===== src/rtl/bcd_pkg.sv =====
// bcd_pkg: shared BCD digit type, digit limit, countdown state enum and digit clamp helper
package bcd_pkg;
  typedef logic [3:0] bcd_digit_t;
  localparam bcd_digit_t BCD_MAX_DIGIT = 4'd9;
  typedef enum logic [1:0] {IDLE, RUN, PAUSE} bcd_cnt_state_t;
  function automatic bcd_digit_t bcd_sanitize(input bcd_digit_t d);
    return d > BCD_MAX_DIGIT ? BCD_MAX_DIGIT : d;
  endfunction
endpackage


===== src/rtl/bcd_digit_dec.sv =====
// bcd_digit_dec: single BCD digit decrement with borrow chain, purely combinational
module bcd_digit_dec
  import bcd_pkg::*;
(
  input  logic [3:0] d,
  input  logic       borrow_in,
  output logic [3:0] q,
  output logic       borrow_out
);
  assign q = !borrow_in ? d : (d == 4'd0 ? BCD_MAX_DIGIT : d - 4'd1);
  assign borrow_out = borrow_in & (d == 4'd0);
endmodule


===== src/rtl/bcd_down_counter.sv =====
// bcd_down_counter: loadable packed-BCD countdown timer with prescaler, pause/resume and done pulse; BCD_DOWN_RELOAD_EN adds auto-reload at zero
module bcd_down_counter
  import bcd_pkg::*;
#(
  parameter int DIGITS   = 3,
  parameter int PRESCALE = 1
) (
  input  logic                clk,
  input  logic                rst_n,
  input  logic                load,
  input  logic [4*DIGITS-1:0] load_val,
  input  logic                start,
  input  logic                pause,
  input  logic                tick,
  output logic [4*DIGITS-1:0] count,
  output logic                busy,
  output logic                done,
  output logic                invalid
);
  localparam int W  = 4*DIGITS;
  localparam int PW = PRESCALE > 1 ? $clog2(PRESCALE) : 1;
  bcd_cnt_state_t state, state_nx;
  logic [PW-1:0] presc, presc_nx;
  logic [W-1:0] count_nx, clean, dec_raw, dec, reload_val;
  logic [DIGITS:0] brw;
  logic clamp, done_nx, invalid_nx, busy_nx;
  // clamp each preset digit to 9 and flag whether any clamping happened
  always_comb begin
    clamp = 1'b0;
    clean = '0;
    for (int k = 0; k < DIGITS; k++) begin
      clean[4*k+:4] = bcd_sanitize(load_val[4*k+:4]);
      clamp = clamp | (load_val[4*k+:4] > BCD_MAX_DIGIT);
    end
  end
  assign brw[0] = 1'b1;
  for (genvar i = 0; i < DIGITS; i++) begin : g_dig
    bcd_digit_dec u_dig (
      .d         (count[4*i+:4]),
      .borrow_in (brw[i]),
      .q         (dec_raw[4*i+:4]),
      .borrow_out(brw[i+1])
    );
  end
  // a borrow out of the top digit means the count is already zero, so hold instead of wrapping
  assign dec = brw[DIGITS] ? count : dec_raw;
`ifdef BCD_DOWN_RELOAD_EN
  // reload value tracks the sanitized preset of the most recent load
  always_ff @(posedge clk)
    if (!rst_n) reload_val <= '0;
    else if (load) reload_val <= clean;
`else
  assign reload_val = '0;
`endif
  // state register and registered outputs
  always_ff @(posedge clk)
    if (!rst_n) begin
      state   <= IDLE;
      count   <= '0;
      presc   <= '0;
      busy    <= 1'b0;
      done    <= 1'b0;
      invalid <= 1'b0;
    end else begin
      state   <= state_nx;
      count   <= count_nx;
      presc   <= presc_nx;
      busy    <= busy_nx;
      done    <= done_nx;
      invalid <= invalid_nx;
    end
  // next-state, count and prescaler; load overrides everything, control beats tick
  always_comb begin
    state_nx   = state;
    count_nx   = count;
    presc_nx   = presc;
    done_nx    = 1'b0;
    invalid_nx = 1'b0;
    if (load) begin
      state_nx   = IDLE;
      count_nx   = clean;
      presc_nx   = '0;
      invalid_nx = clamp;
    end else
      case (state)
        IDLE:
          if (start) begin
            if (count != '0) state_nx = RUN;
            else done_nx = 1'b1;
          end
        RUN:
          if (pause) state_nx = PAUSE;
          else if (tick) begin
            if (presc == PW'(PRESCALE - 1)) begin
              presc_nx = '0;
              count_nx = dec;
              if (dec == '0) begin
                done_nx = 1'b1;
                if (reload_val != '0) count_nx = reload_val;
                else state_nx = IDLE;
              end
            end else presc_nx = presc + PW'(1);
          end
        PAUSE:
          if (start) state_nx = RUN;
        default: state_nx = IDLE;
      endcase
  end
  // busy is a decode of the upcoming state so it lines up with the registered state
  always_comb busy_nx = state_nx != IDLE;
endmodule


===== config.mk =====
export PLATFORM = sky130hd
export DESIGN_NAME = bcd_down_counter
export DESIGN_NICKNAME = d
export VERILOG_FILES = /design/src/rtl/bcd_pkg.sv /design/src/rtl/bcd_digit_dec.sv /design/src/rtl/bcd_down_counter.sv
export SDC_FILE = /design/constraint.sdc
export NUM_CORES = 1
export LEC_CHECK = 0
export CAP_MARGIN = 15
export CORE_MARGIN = 5
export CORE_UTILIZATION = 45
export DETAILED_ROUTE_END_ITERATION = 8
export GPL_ROUTABILITY_DRIVEN = 0
export PLACE_DENSITY_LB_ADDON = 0.3
export SLEW_MARGIN = 20
export SYNTH_ARGS = -nofsm -noshare
export SYNTH_HDL_FRONTEND = slang
export SYNTH_SLANG_ARGS = --single-unit

===== constraint.sdc =====
create_clock -name clk -period 2.7 [get_ports clk]
set_clock_uncertainty 0.15 [all_clocks]
set_input_delay 0.675 -clock clk [delete_from_list [all_inputs] [get_ports clk]]
set_output_delay 0.675 -clock clk [all_outputs]
set_load 0.02 [all_outputs]

==> run summary <==
=================================================================================================
Outcome                                                                              complete, no violations
Sequential fraction of the synthesis area                                                   32.9%
Category of the worst setup path launch point                                                flop
Peak Freq                                                                               0.429 GHz
Via density per instance                                                                     5.73
Post-Synthesis Cells                                                                          125
Die span in x                                                                             57.9 um
Relative contribution of sequential cells to total power                                    50.5%
Post-Synthesis Net Count                                                                      143
Total track usage                                                                           16.9%
Remaining DRCs                                                                                  0
Total gr overflow                                                                               0
Fraction of layout instances using a drive strength above 1                                 7.50%
Number of diodes                                                                                0
Final ANT Viol Nets                                                                             0
Standby leakage power                                                                    0.499 nW
Master of the slowest instance on the critical path                                  clkdlybuf4s50_1
Combined area of the multi-input logic cells                                              647 um2
Die area                                                                              0.00336 mm2
Number of buffer and inverter instances along the worst setup path                              1
Cell at the root of the clock tree                                                       clkbuf_4
Switching power                                                                          0.177 mW
Total via count in the routed design                                                         1077
Count of cells resized by post-cts repair                                                       0
Core outline area                                                                     0.00221 mm2
Setup repair bufs after CTS                                                                     0
Longest Clk Path Bufs                                                                           2
Post-DP HPWL                                                                              2060 um
Fraction of power consumed by the clock network                                             23.0%
Hold buffer count at cts                                                                        0
Switching share of power                                                                    30.5%
Setup repair after global routing missed its margin                                         false
Initial DRC Count                                                                              18
Number of H-tree levels                                                                         1
Row Count                                                                                      17
Transition at the pin with the smallest max-transition slack                             0.389 ns
Hold wc startpoint                                                                       count[8]
Async set-reset flop share out of synthesis                                                    0%
Critical path arrival                                                                     1.51 ns
Count of input and output buffers                                                              32
Worst r2r src                                                                            count[0]
Origin of the worst setup path                                                           count[0]
Global-route wire length before repair                                                    4530 um
Count of final setup violators                                                                  0
Most instantiated cells after synthesis                                              17 x dfxtp_1, 13 x o21ai_0, 12 x nand2_1
Num Clock Sinks                                                                                17
Number of global-route vias before repair                                                    1026
Ordered cell list for the critical path                                              clkdlybuf4s50_1
Max VDD drop                                                                               274 uV
Gate power share                                                                            26.5%
Setup crit end kind                                                                  primary output
Drt first pass iters                                                                            6
Library cell occupying the most area in the post-synthesis netlist                        dfxtp_1
Predominant post-synthesis flop cell                                                      dfxtp_1
Register Area                                                                             340 um2
Dominant delay contributor by cell family on the critical path                       buffers and inverters
Pwr Density                                                                            409 mW/mm2
Clock-pin transition on the worst setup and hold timing paths                             0.10 ns
Peak per-stage delay on the critical path                                                 0.68 ns
Internal power consumption                                                               0.403 mW
Maximum number of pins on one net before global-route repair                                   15
Boundary Pins                                                                                  33
Crit path max fanout                                                                           11
Required time at the worst-slack endpoint                                                 1.88 ns
Max-cap violations                                                                              0
Final hold violations                                                                           0
TritonCTS Buffers                                                                               3
Number of max-slew violations in the final report                                               0
Final critical-path share of the clock period                                               86.4%
Area delta synth->final                                                                     37.2%
Filler cell count                                                                             204
Minimum hold slack                                                                       0.442 ns
Antenna violations before repair                                                                0
Flop and latch count out of synthesis                                                          17
Post-synthesis average cell area                                                         8.27 um2
Clock tree from TritonCTS                                                                    done
Proportion of netlist area held by the largest area contributor                             32.9%
Initial standard-cell utilization of the core                                               46.7%
Number of enable-type register cells in the synthesized netlist                                 0
Mapped Area                                                                           0.00103 mm2
Worst min-delay path category                                                          reg -> reg
Most numerous cell in the Yosys netlist                                                   dfxtp_1
Top cells by area, synth                                                             dfxtp_1 33%, o21ai_0 6.3%, nand2_1 4.4%, a31oi_1 4.2%, nor4_4 4.1%
Critical Setup Path Class                                                              reg -> out
Clock latency reported for the late side of the worst-skew pair                           0.28 ns
Final total negative setup slack                                                             0 ns
Number of nets at the end of the flow                                                         179
Die Y-Extent                                                                              57.9 um
Final core utilization                                                                      64.1%
Final critical-path required period                                                       2.33 ns
Routed wire length per instance                                                           14.1 um
Remaining max-slew budget at the tightest pin                                               73.8%
Number of distinct library cell variants in the gate-level netlist after synthesis             38
Post-Route WL                                                                             2640 um
Total number of yosys warnings                                                                  0
=================================================================================================
==> routing by layer <==
layer,vias to the layer above,part of all wire (%),global-route usage (%)
met3,4,7.9,4.68
met2,33,47,28.4
met4,0,0.76,5.30
met5,-,0,0
met1,492,44,20.7
li1,548,-,-
==> worst paths after layout <==
kind / end / slack, ns / cells past startpoint
min reg2reg: count[8] / 0.44 / 2
max reg2reg: busy / 0.91 / 4
max: count[0] / 0.37 / 1
min: count[8] / 0.44 / 2
==> through the flow <==
stage                     setup slack, ns  std cells  power (mW)  area [um2]
after floorplan                     0.801        125       0.379        1030
after global placement              0.236        184       0.450        1390
after detailed placement            0.194        184       0.452        1390
after CTS                           0.355        188       0.586        1420
after global routing                0.254        188       0.620        1420
final                               0.367        188       0.580        1420
==> cell families (layout without fill, tap and decap cells) <==
family          after synthesis  count (layout)  share of synthesized area, %
xor+xnor                      1               1                         0.848
mux                           1               1                         0.969
buf+inv                      10              45                          4.48
compound gates               41              41                          25.7
simple gates                 55              55                          35.1
flops                        17              17                          32.9
==> sequential cells by signal, indices dropped and copies added, names as in the netlist <==
signal   count
busy         1
done         1
invalid      1
count       12
state        2
==> power groups by stage <==
stage / sequential, mW / clock [mW] / combinational [mW]
floorplan: 0.307 / 0 / 0.0719
global placement: 0.297 / 0 / 0.153
detailed placement: 0.298 / 0 / 0.154
CTS: 0.293 / 0.138 / 0.155
global route: 0.296 / 0.155 / 0.168
finish: 0.293 / 0.133 / 0.154
==> final cells by class <==
class / instances / share of cell area (%)
clock buffer: 4 / 1.85
inverter: 5 / 1.32
multi-input combinational: 98 / 45.6
sequential: 17 / 24.0
tap: 28 / 2.47
timing repair buffer: 36 / 24.7
==> worst reg2reg max path: stages (launching register included) <==
cell and delay, ns:
dfxtp_1 0.43, nor4_4 0.44, a31oi_1 0.18, nor4b_2 0.34
o211ai_1 0.13
==> layout by cell type (no fill, tap or decap), types with 2 or more instances in the layout <==
cell / Yosys / layout
o21a_1: 5 / 5
nand4_1: 3 / 3
nand2_1: 12 / 12
nor3b_1: 4 / 4
o31ai_1: 2 / 2
o211ai_1: 2 / 2
clkdlybuf4s50_1: 0 / 32
nor2_1: 8 / 8
inv_1: 5 / 5
dfxtp_1: 17 / 17
a21oi_1: 5 / 5
o21ai_0: 13 / 13
nor2b_1: 4 / 4
a31oi_1: 7 / 7
nand3_1: 2 / 2
or4_1: 4 / 4
clkbuf_4: 0 / 3
o311a_1: 2 / 2
buf_4: 0 / 4
nand3b_1: 3 / 3
nor4_4: 2 / 2
nor4_1: 4 / 4
No activity file was read; power rests on OpenSTA's default activity.
